--- src/rtl/imm_gen_stage_pkg.sv ---
// Shared encodings for the immediate-generation stage: immediate format
// codes and the RV32I/RV64I major opcodes the decoder recognises.
package imm_gen_stage_pkg;

   // Immediate format codes carried on out_imm_type
   localparam logic [2:0] IMM_NONE = 3'd0;
   localparam logic [2:0] IMM_I    = 3'd1;
   localparam logic [2:0] IMM_S    = 3'd2;
   localparam logic [2:0] IMM_B    = 3'd3;
   localparam logic [2:0] IMM_U    = 3'd4;
   localparam logic [2:0] IMM_J    = 3'd5;
   localparam logic [2:0] IMM_Z    = 3'd6;

   // Major opcodes (inst[6:0])
   localparam logic [6:0] OPC_OP_IMM   = 7'b0010011;
   localparam logic [6:0] OPC_LOAD     = 7'b0000011;
   localparam logic [6:0] OPC_STORE    = 7'b0100011;
   localparam logic [6:0] OPC_BRANCH   = 7'b1100011;
   localparam logic [6:0] OPC_LUI      = 7'b0110111;
   localparam logic [6:0] OPC_AUIPC    = 7'b0010111;
   localparam logic [6:0] OPC_JAL      = 7'b1101111;
   localparam logic [6:0] OPC_JALR     = 7'b1100111;
   localparam logic [6:0] OPC_SYSTEM   = 7'b1110011;
   localparam logic [6:0] OPC_OP       = 7'b0110011;
   localparam logic [6:0] OPC_FENCE    = 7'b0001111;
   localparam logic [6:0] OPC_OP_IMM32 = 7'b0011011;
   localparam logic [6:0] OPC_OP32     = 7'b0111011;

   // Decoder result bundle: format plus legality
   typedef struct packed {
      logic [2:0] imm_type;
      logic       illegal;
   } imm_class_t;

endpackage

--- src/rtl/imm_gen_stage_decode.sv ---
// Combinational immediate decoder: classifies the opcode into an immediate
// format and builds the XLEN-wide immediate (sign-extended from inst[31],
// except the CSR zimm which is zero-extended).
module imm_decode
   import imm_gen_stage_pkg::*;
#(
   parameter int XLEN     = 32,
   parameter bit RV64_OPS = 1'b0
) (
   input  logic [31:0]     i_inst,
   output logic [2:0]      o_imm_type,
   output logic [XLEN-1:0] o_imm,
   output logic            o_illegal
);

   imm_class_t  w_class;
   logic [31:0] w_imm_i;
   logic [31:0] w_imm_s;
   logic [31:0] w_imm_b;
   logic [31:0] w_imm_u;
   logic [31:0] w_imm_j;

   // Raw 32-bit immediates, already sign-extended to 32 bits
   assign w_imm_i = {{20{i_inst[31]}}, i_inst[31:20]};
   assign w_imm_s = {{20{i_inst[31]}}, i_inst[31:25], i_inst[11:7]};
   assign w_imm_b = {{19{i_inst[31]}}, i_inst[31], i_inst[7], i_inst[30:25], i_inst[11:8], 1'b0};
   assign w_imm_u = {i_inst[31:12], 12'b0};
   assign w_imm_j = {{11{i_inst[31]}}, i_inst[31], i_inst[19:12], i_inst[20], i_inst[30:21], 1'b0};

   // Opcode classification; anything unlisted (incl. inst[1:0]!=11) is illegal
   always_comb begin
      w_class.imm_type = IMM_NONE;
      w_class.illegal  = 1'b0;
      case (i_inst[6:0])
         OPC_OP_IMM, OPC_LOAD, OPC_JALR: w_class.imm_type = IMM_I;
         OPC_STORE:                      w_class.imm_type = IMM_S;
         OPC_BRANCH:                     w_class.imm_type = IMM_B;
         OPC_LUI, OPC_AUIPC:             w_class.imm_type = IMM_U;
         OPC_JAL:                        w_class.imm_type = IMM_J;
         OPC_SYSTEM:                     w_class.imm_type = i_inst[14] ? IMM_Z : IMM_I;
         OPC_OP, OPC_FENCE:              w_class.imm_type = IMM_NONE;
         OPC_OP_IMM32: begin
            if (RV64_OPS) w_class.imm_type = IMM_I;
            else          w_class.illegal  = 1'b1;
         end
         OPC_OP32: begin
            if (!RV64_OPS) w_class.illegal = 1'b1;
         end
         default:                        w_class.illegal  = 1'b1;
      endcase
   end

   // Select and widen the immediate for the decoded format
   always_comb begin
      o_imm = '0;
      case (w_class.imm_type)
         IMM_I:   o_imm = XLEN'($signed(w_imm_i));
         IMM_S:   o_imm = XLEN'($signed(w_imm_s));
         IMM_B:   o_imm = XLEN'($signed(w_imm_b));
         IMM_U:   o_imm = XLEN'($signed(w_imm_u));
         IMM_J:   o_imm = XLEN'($signed(w_imm_j));
         IMM_Z:   o_imm = XLEN'(i_inst[19:15]);
         default: o_imm = '0;
      endcase
   end

   assign o_imm_type = w_class.imm_type;
   assign o_illegal  = w_class.illegal;

endmodule

--- src/rtl/imm_gen_stage.sv ---
// Pipelined immediate-generation stage between IFU and register read.
// One-cycle latency, full throughput, and a skid entry so that
// back-pressure never drops or duplicates an instruction.
//
// Handshake: a transfer happens on a clock edge where valid & ready are both
// high. in_valid/in_inst/in_pc must stay stable while in_valid & ~in_ready;
// out_* data is held stable while out_valid & ~out_ready. in_ready depends
// only on registered state (skid empty), never on out_ready combinationally.
// flush kills both entries and any same-cycle input.
module imm_gen_stage
   import imm_gen_stage_pkg::*;
#(
   parameter int XLEN     = 32,
   parameter bit RV64_OPS = 1'b0
) (
   input  logic            clk,
   input  logic            rst_n,
   input  logic            flush,
   input  logic            in_valid,
   output logic            in_ready,
   input  logic [31:0]     in_inst,
   input  logic [XLEN-1:0] in_pc,
   output logic            out_valid,
   input  logic            out_ready,
   output logic [31:0]     out_inst,
   output logic [XLEN-1:0] out_pc,
   output logic [XLEN-1:0] out_imm,
   output logic [2:0]      out_imm_type,
   output logic            out_illegal
);

   logic [2:0]      w_dec_type;
   logic [XLEN-1:0] w_dec_imm;
   logic            w_dec_illegal;
   logic            w_accept;
   logic            w_main_free;

   // Main (output) entry
   logic            r_out_valid;
   logic [31:0]     r_out_inst;
   logic [XLEN-1:0] r_out_pc;
   logic [XLEN-1:0] r_out_imm;
   logic [2:0]      r_out_type;
   logic            r_out_illegal;

   // Skid entry
   logic            r_skid_valid;
   logic [31:0]     r_skid_inst;
   logic [XLEN-1:0] r_skid_pc;
   logic [XLEN-1:0] r_skid_imm;
   logic [2:0]      r_skid_type;
   logic            r_skid_illegal;

   imm_decode #(
      .XLEN     (XLEN),
      .RV64_OPS (RV64_OPS)
   ) u_decode (
      .i_inst     (in_inst),
      .o_imm_type (w_dec_type),
      .o_imm      (w_dec_imm),
      .o_illegal  (w_dec_illegal)
   );

   assign in_ready    = ~r_skid_valid;
   assign w_accept    = in_valid & in_ready & ~flush;
   assign w_main_free = ~r_out_valid | out_ready;

   // Main/skid sequencing: drain skid first to keep FIFO order
   always_ff @(posedge clk or negedge rst_n) begin
      if (!rst_n) begin
         r_out_valid    <= 1'b0;
         r_out_inst     <= '0;
         r_out_pc       <= '0;
         r_out_imm      <= '0;
         r_out_type     <= IMM_NONE;
         r_out_illegal  <= 1'b0;
         r_skid_valid   <= 1'b0;
         r_skid_inst    <= '0;
         r_skid_pc      <= '0;
         r_skid_imm     <= '0;
         r_skid_type    <= IMM_NONE;
         r_skid_illegal <= 1'b0;
      end else if (flush) begin
         r_out_valid  <= 1'b0;
         r_skid_valid <= 1'b0;
      end else if (w_main_free) begin
         if (r_skid_valid) begin
            // in_ready is low whenever skid is full, so no accept can coincide
            r_out_valid   <= 1'b1;
            r_out_inst    <= r_skid_inst;
            r_out_pc      <= r_skid_pc;
            r_out_imm     <= r_skid_imm;
            r_out_type    <= r_skid_type;
            r_out_illegal <= r_skid_illegal;
            r_skid_valid  <= 1'b0;
         end else if (w_accept) begin
            r_out_valid   <= 1'b1;
            r_out_inst    <= in_inst;
            r_out_pc      <= in_pc;
            r_out_imm     <= w_dec_imm;
            r_out_type    <= w_dec_type;
            r_out_illegal <= w_dec_illegal;
         end else begin
            r_out_valid   <= 1'b0;
         end
      end else if (w_accept) begin
         r_skid_valid   <= 1'b1;
         r_skid_inst    <= in_inst;
         r_skid_pc      <= in_pc;
         r_skid_imm     <= w_dec_imm;
         r_skid_type    <= w_dec_type;
         r_skid_illegal <= w_dec_illegal;
      end
   end

   assign out_valid    = r_out_valid;
   assign out_inst     = r_out_inst;
   assign out_pc       = r_out_pc;
   assign out_imm      = r_out_imm;
   assign out_imm_type = r_out_type;
   assign out_illegal  = r_out_illegal;

endmodule

--- config.mk ---
export PLATFORM = sky130hd
export DESIGN_NAME = imm_gen_stage
export DESIGN_NICKNAME = d
export VERILOG_FILES = /design/src/rtl/imm_gen_stage_pkg.sv /design/src/rtl/imm_gen_stage_decode.sv /design/src/rtl/imm_gen_stage.sv
export SDC_FILE = /design/constraint.sdc
export NUM_CORES = 1
export LEC_CHECK = 0
export BUFFER_PORTS_ARGS = -buffer_cell sky130_fd_sc_hd__buf_4
export CORE_ASPECT_RATIO = 1.1
export CORE_MARGIN = 2
export CORE_UTILIZATION = 50
export DETAILED_ROUTE_END_ITERATION = 7
export PLACE_DENSITY_LB_ADDON = 0.25
export SKIP_LAST_GASP = 1
export SLEW_MARGIN = 20
export SYNTH_ARGS = -nofsm -noshare
export SYNTH_HDL_FRONTEND = slang
export SYNTH_HIERARCHICAL = 1
export SYNTH_SLANG_ARGS = --single-unit
--- constraint.sdc ---
create_clock -name clk -period 1.6 [get_ports clk]
set_input_delay 0 -clock clk [delete_from_list [all_inputs] [get_ports clk]]
set_output_delay 0 -clock clk [all_outputs]
set_load 0.05 [all_outputs]
==> impl_metrics.py, run 1 <==
metrics = {
    "outcome": {
        "status": "finished, violations left",
        "violations": "setup timing",
    },
    "detailed_routing": {
        "routedWlPerCell_um": 22.31,
        "route.detailed.drc": 0,
        "num_vias": 6913,
        "ant_nets": 0,
        "wl_mm": 27.78,
        "drt_iter0_markers": 338,
        "viasPerCell": 5.553,
        "drt_pass1_iterations": 6,
    },
    "clocking": {
        "cts_max_level": 1,
        "clk_pin_slew_ps": 60,
        "clockBufferDepth": 3,
        "clock-sinks": 202,
        "cts_tree": "done",
        "cts-root-buf": "clkbuf_16",
        "cts_inserted_buffers": 22,
        "clk_latency_ps": 510,
    },
    "worst_setup_path": {
        "r2r_setup_slack_ps": -150,
        "cp_slowest_stage_delay_ps": 390,
        "cp.arrival_ps": 2140,
        "reg2reg_depth": 5,
        "cp_slowest_cell": "or3b_4",
        "cp-end-kind": "register",
        "required_ps": 1990,
        "crit_path_cell_trace": "or3b_4 > nand3b_4 > buf_12 > buf_6 > mux2_4",
        "r2r_end": "r_skid_imm[24]",
        "reg2reg_from": "out_valid",
        "critPathKind": "register to register",
        "crit_path_start_kind": "register",
        "cp_max_fo": 13,
    },
    "finish": {
        "post-route-util": 0.7281,
        "area_growth_pct": 43.97,
        "drive_gt1_frac": 0.6254,
        "finalNetCount": 1047,
        "diodes": 0,
        "nFillCells": 1220,
    },
    "timing": {
        "max_slew.worst_pin.slew_ps": 1019,
        "worst_slack_ps": -147.4,
        "setup_viol": 199,
        "relSlewSlack": 0.3033,
        "fin_crit_sh": 1.092,
        "clock_skew_ps": 11.49,
        "period_minus_slack_ps": 1747,
        "hold_viol": 0,
        "slew_viol_final": 0,
        "grt_setup_unrepaired": "true",
        "fmax_mhz": 572.3,
    },
    "logic_synthesis": {
        "syn_inst": 663,
        "syn_area_per_cell_um2": 15.05,
        "netlist_top_cells_count": "dfrtp_1 (202), mux2_2 (200), mux2_4 (100), buf_2 (24), nand2_1 (22)",
        "syn_area_um2": 9977,
        "synth.most_common_cell": "dfrtp_1",
        "synth_warnings": 6,
        "synth_seq_cells": 202,
        "yosys.area.top_type": "dfrtp_1",
        "async_reset_ff_frac": 1.000,
        "syn-num-nets": 732,
        "ys.flop_type": "dfrtp_1",
        "synth_top_area_share": 0.5066,
        "synthTopCellsByArea": "dfrtp_1 (51%), mux2_2 (23%), mux2_4 (15%)",
        "synth-edff-count": 0,
        "yosysUniqueCellTypes": 50,
        "synth_seq_area_share": 0.5066,
    },
    "grt": {
        "grt_pass1_wl_mm": 41.79,
        "grt_overflow": 0,
        "grt_pass1_vias": 7570,
        "antenna_found_initial": 0,
        "grt_max_degree": 56,
        "track_usage": 0.2429,
    },
    "placement": {
        "hpwl_mm": 16.47,
        "routabilityCongestion": 0.8934,
        "portBuffers": 170,
    },
    "job": {
        "drv_cap": 0,
    },
    "die": {
        "die_w_um": 138.7,
        "start_util": 0.5057,
        "rows": 54,
        "die_y_um": 152.2,
        "dieArea_um2": 21100,
        "core_um2": 19730,
        "ios": 171,
    },
    "power_and_ir_drop": {
        "irDropWorstVdd_mv": 1.051,
        "p_leak_nw": 7.164,
        "power_density_nw_per_um2": 1148,
        "power_mw": 16.49,
    },
    "worst_hold_path": {
        "min_to": "out_inst[1]",
        "min_path_cells": 4,
        "hold_path_startpoint": "in_inst[1]",
        "min_path_type": "input port to register",
    },
}
==> critical path: cells and delay by family, from the launching register on <==
family	cells	cell delay (ps)
simple gates	2	560
buf+inv	2	370
mux	1	310
flops	1	380
==> metrics by stage <==
step                std cells  area [um2]  hold WS (ps)  setup WS, ps  setup TNS, ps
global route             1245       14360         31.54        -192.9         -27740
floorplan                 663       10330        -295.6        -209.6         -32410
global placement         1109       12180         7.741        -226.0         -11020
detailed placement       1109       12180         10.19        -285.4         -13500
finish                   1245       14360         24.27        -147.4         -19450
CTS                      1234       14060         14.27        -97.04          -7161
==> layout by cell type, fill, tap and decap left out, drive strengths merged, types with 3 or more instances in the layout <==
master	instances
mux2	300
buf	257
dfrtp	202
dlygate4sd3	69
clkbuf	39
nand2	22
o21ai	15
a21oi	12
and3	8
nor2	8
nor3b	7
inv	6
a221o	4
clkinv	4
nand3	3
nand4	3
==> worst max path at each step <==
stage | start | to | cells after the start
2_1_floorplan | out_valid | r_skid_illegal | 5
3_3_place_gp | in_inst[3] | out_imm[30] | 7
3_5_place_dp | in_inst[3] | out_imm[30] | 7
4_1_cts | out_valid | r_skid_imm[26] | 4
5_1_grt | out_valid | out_imm[21] | 6
6_report | out_valid | r_skid_imm[24] | 5
==> what timing repair did <==
| action | in CTS | in global routing |
|---|---|---|
| hold endpoints to repair | 344 | 1 |
| pin swaps | 1 | 1 |
| cloned | 7 | 10 |
| setup buffers | 11 | 3 |
| resized for setup | 34 | 36 |
| hold buffers | 68 | 2 |
| endpoints found under the setup margin | 184 | 200 |
==> cell families after synthesis <==
kind of cell           count (synthesis)  share of synthesized area
multiplexers                         300                     0.3762
flip-flops                           202                     0.5066
AND/OR/NAND/NOR                       69                    0.04227
buffers and inverters                 47                    0.04214
AO/OA/AOI/OAI                         45                    0.03273
==> layout make-up <==
| class | instances | area [um2] | share of cell area |
|---|---|---|---|
| flip-flops and latches | 202 | 5060 | 0.3523 |
| multi-input cells | 414 | 4913 | 0.3421 |
| repair buffers | 333 | 3294 | 0.2294 |
| clock buffers | 32 | 669.4 | 0.04660 |
| well taps | 252 | 315.3 | 0.02195 |
| clock inverters | 7 | 92.59 | 0.006446 |
| inverters | 5 | 18.77 | 0.001307 |
==> routing by layer <==
| layer | up-vias | track usage | share of wire |
|---|---|---|---|
| li1 | 3047 | - | - |
| met3 | 43 | 0.05091 | 0.058 |
| met4 | 0 | 0.05483 | 0.022 |
| met1 | 3591 | 0.3167 | 0.42 |
| met5 | - | 0 | 0 |
| met2 | 232 | 0.4206 | 0.50 |
==> registers in the layout (all words and copies together) (netlist names) <==
register,flops
out_illegal,1
out_imm,32
out_imm_type,3
out_inst,32
out_pc,32
out_valid,1
r_skid_illegal,1
r_skid_imm,32
r_skid_inst,32
r_skid_pc,32
r_skid_type,3
r_skid_valid,1
==> power breakdown <==
part / internal [mW] / switching [mW]
clock: 3.23 / 2.14
sequential: 5.98 / 0.557
combinational: 2.26 / 2.32
Note: power is estimated with default switching activity, not from simulation.
==> inputs of run 2 (changes only) <==
- SYNTH_HIERARCHICAL: 1 -> default
==> run 2 against run 1 <==
The run ends with hold timing, setup timing left. Flip-flop and latch count stayed put. Core utilization is 0.63 points lower. Area after synthesis is 11% lower. Critical endpoint is now out_imm[30]. Largest cell class unchanged.
==> impl_metrics.py, run 2 <==
metrics = {
    "outcome": {
        "status": "finished, violations left",
        "violations": "hold timing, setup timing",
    },
    "logic_synthesis": {
        "syn_area_um2": 8886,
        "yosysUniqueCellTypes": 53,
        "netlist_top_cells_count": "nand2_1 (306), dfrtp_1 (202), o21ai_0 (84), mux2i_1 (65), nor2_1 (56)",
        "yosys.area.top_type": "dfrtp_1",
        "synth_seq_cells": 202,
        "syn_area_per_cell_um2": 9.545,
        "synth-edff-count": 0,
        "synth_top_area_share": 0.5689,
        "syn-num-nets": 1000,
        "syn_inst": 931,
        "async_reset_ff_frac": 1.000,
        "ys.flop_type": "dfrtp_1",
        "synth.most_common_cell": "nand2_1",
        "synth_warnings": 0,
        "synthTopCellsByArea": "dfrtp_1 (57%), nand2_1 (13%), mux2i_1 (7.3%)",
        "synth_seq_area_share": 0.5689,
    },
    "worst_hold_path": {
        "min_path_type": "input port to register",
        "hold_path_startpoint": "in_valid",
        "min_path_cells": 4,
        "min_to": "out_valid",
    },
    "timing": {
        "slew_viol_final": 0,
        "clock_skew_ps": 16.57,
        "worst_slack_ps": -36.46,
        "relSlewSlack": 0.6783,
        "period_minus_slack_ps": 1636,
        "fmax_mhz": 611.1,
        "hold_viol": 1,
        "whs_ps": -37.42,
        "max_slew.worst_pin.slew_ps": 482.6,
        "setup_viol": 13,
        "grt_setup_unrepaired": "true",
        "fin_crit_sh": 1.023,
    },
    "clocking": {
        "cts_inserted_buffers": 22,
        "clk_pin_slew_ps": 60,
        "clockBufferDepth": 3,
        "clk_latency_ps": 510,
        "cts_max_level": 1,
        "cts_tree": "done",
        "cts-root-buf": "clkbuf_16",
        "clock-sinks": 202,
    },
    "finish": {
        "diodes": 0,
        "final_common_cell": "nand2_1",
        "drive_gt1_frac": 0.2832,
        "final_cell_mix": "nand2_1 (304), buf_4 (201), dfrtp_1 (200), dlygate4sd3_1 (67), mux2i_1 (65)",
        "area_growth_pct": 42.52,
        "post-route-util": 0.7217,
        "finalNetCount": 1267,
    },
    "power_and_ir_drop": {
        "netSwitchingFraction": 0.3357,
        "p_int_mw": 10.17,
        "power_frac_comb": 0.259,
        "switchingPower_mw": 5.139,
        "seq_power_share": 0.427,
        "irDropWorstVdd_mv": 0.8698,
        "clkPwrFrac": 0.314,
        "power_density_nw_per_um2": 1209,
        "p_leak_nw": 5.900,
    },
    "worst_setup_path": {
        "critPathKind": "register to register",
        "cp_slowest_stage_delay_ps": 480,
        "reg2reg_depth": 6,
        "cp_slowest_cell": "dfrtp_4",
        "crit_path_start_kind": "register",
        "r2r_end": "out_imm[30]",
        "cp_num_buf_inv": 2,
        "crit_start": "r_skid_valid",
        "cp.arrival_ps": 2030,
        "cp_max_fo": 7,
        "required_ps": 1990,
        "reg2reg_from": "r_skid_valid",
        "crit_path_cell_trace": "nor2_4 > buf_4 > or3_4 > buf_6 > nor3_1 > a211oi_1",
        "cp-end-kind": "register",
        "r2r_setup_slack_ps": -40,
        "cp_top_family": "simple AND/OR/NAND/NOR gates",
        "crit_cells": 6,
    },
    "die": {
        "die_y_um": 143.8,
        "core_um2": 17550,
        "die_w_um": 131.1,
        "rows": 51,
        "ios": 171,
        "dieArea_um2": 18860,
        "start_util": 0.5064,
    },
    "detailed_routing": {
        "drt_iter0_markers": 514,
        "wl_mm": 25.83,
        "routedWlPerCell_um": 17.83,
        "ant_nets": 0,
        "drt_pass1_iterations": 5,
        "viasPerCell": 5.399,
        "num_vias": 7823,
        "route.detailed.drc": 0,
    },
    "placement": {
        "post-place-ws_ps": -5.158,
        "routabilityCongestion": 0.8521,
        "portBuffers": 170,
        "hpwl_mm": 15.41,
    },
    "grt": {
        "antenna_found_initial": 0,
        "grt_overflow": 0,
        "grt_max_degree": 63,
        "grt_pass1_vias": 7379,
        "track_usage": 0.2511,
        "grt_pass1_wl_mm": 38.45,
    },
    "job": {
        "drv_cap": 0,
    },
}
## run 2: cell families (layout without fill, tap and decap cells)
| family | count (synthesis) | count (layout) | share of synthesized area |
|---|---|---|---|
| AND/OR/NAND/NOR | 417 | 419 | 0.1932 |
| flip-flops | 202 | 202 | 0.5689 |
| AO/OA/AOI/OAI | 181 | 181 | 0.1308 |
| multiplexers | 66 | 66 | 0.07449 |
| buffers and inverters | 65 | 343 | 0.03267 |
## run 2: repair_timing
action / 4_1_cts / 5_1_grt
gates resized for setup: 4 / 44
buffers inserted: 0 / 9
hold buffers: 69 / 0
gates cloned: 0 / 11
setup endpoints to repair: 3 / 76
hold endpoints to repair: 399 / 0
pin swaps: 0 / 10
## run 2: worst max-delay path by stage
stage	end
after floorplan	out_imm[12]
after global placement	out_imm[0]
after detailed placement	out_imm[0]
after CTS	out_imm[0]
after global routing	out_imm[30]
final	out_imm[30]
## run 2: power by group through the flow
stage | clock (mW) | combinational, mW | sequential, mW
after floorplan | 0 | 1.07 | 7.83
after global placement | 0 | 3.60 | 6.56
after detailed placement | 0 | 3.66 | 6.59
after CTS | 4.88 | 3.81 | 6.50
after global routing | 5.11 | 4.24 | 6.63
final | 4.80 | 3.97 | 6.53
## run 2: cell type report
class                   count  area [um2]
flip-flops and latches    202        5060
well taps                 238       297.8
multi-input cells         666        3795
fillers                  1295        4883
clock inverters             5       42.54
clock buffers              32       638.1
inverters                   4       16.27
repair buffers            302        2815
## run 2: layer usage
| layer | routed length (um) | global-route usage | share of wire | vias to the layer above |
|---|---|---|---|---|
| li1 | - | - | - | 3674 |
| met1 | 11020 | 0.3466 | 0.43 | 3856 |
| met2 | 12840 | 0.4188 | 0.50 | 251 |
| met3 | 1467 | 0.03739 | 0.057 | 42 |
| met4 | 504 | 0.06979 | 0.020 | 0 |
| met5 | 0 | 0 | 0 | - |
## run 2: metrics by stage
stage	instance area [um2]	hold slack, ps	TNS, ps	power [mW]	cells
finish	12660	-37.42	-154.5	15.31	1449
global route	12660	18.65	-2629	15.99	1449
CTS	12210	40.60	-26.10	15.19	1431
detailed placement	10820	3.589	-5.158	10.25	1325
global placement	10820	8.922	0	10.15	1325
floorplan	9076	-295.6	-9589	8.894	931
## run 2: worst register-to-register path, stage by stage, from the launching register on
cell and delay (ps):
dfrtp_4 480, nor2_4 70, buf_4 130, or3_4 430, buf_6 180, nor3_1 150, a211oi_1 70
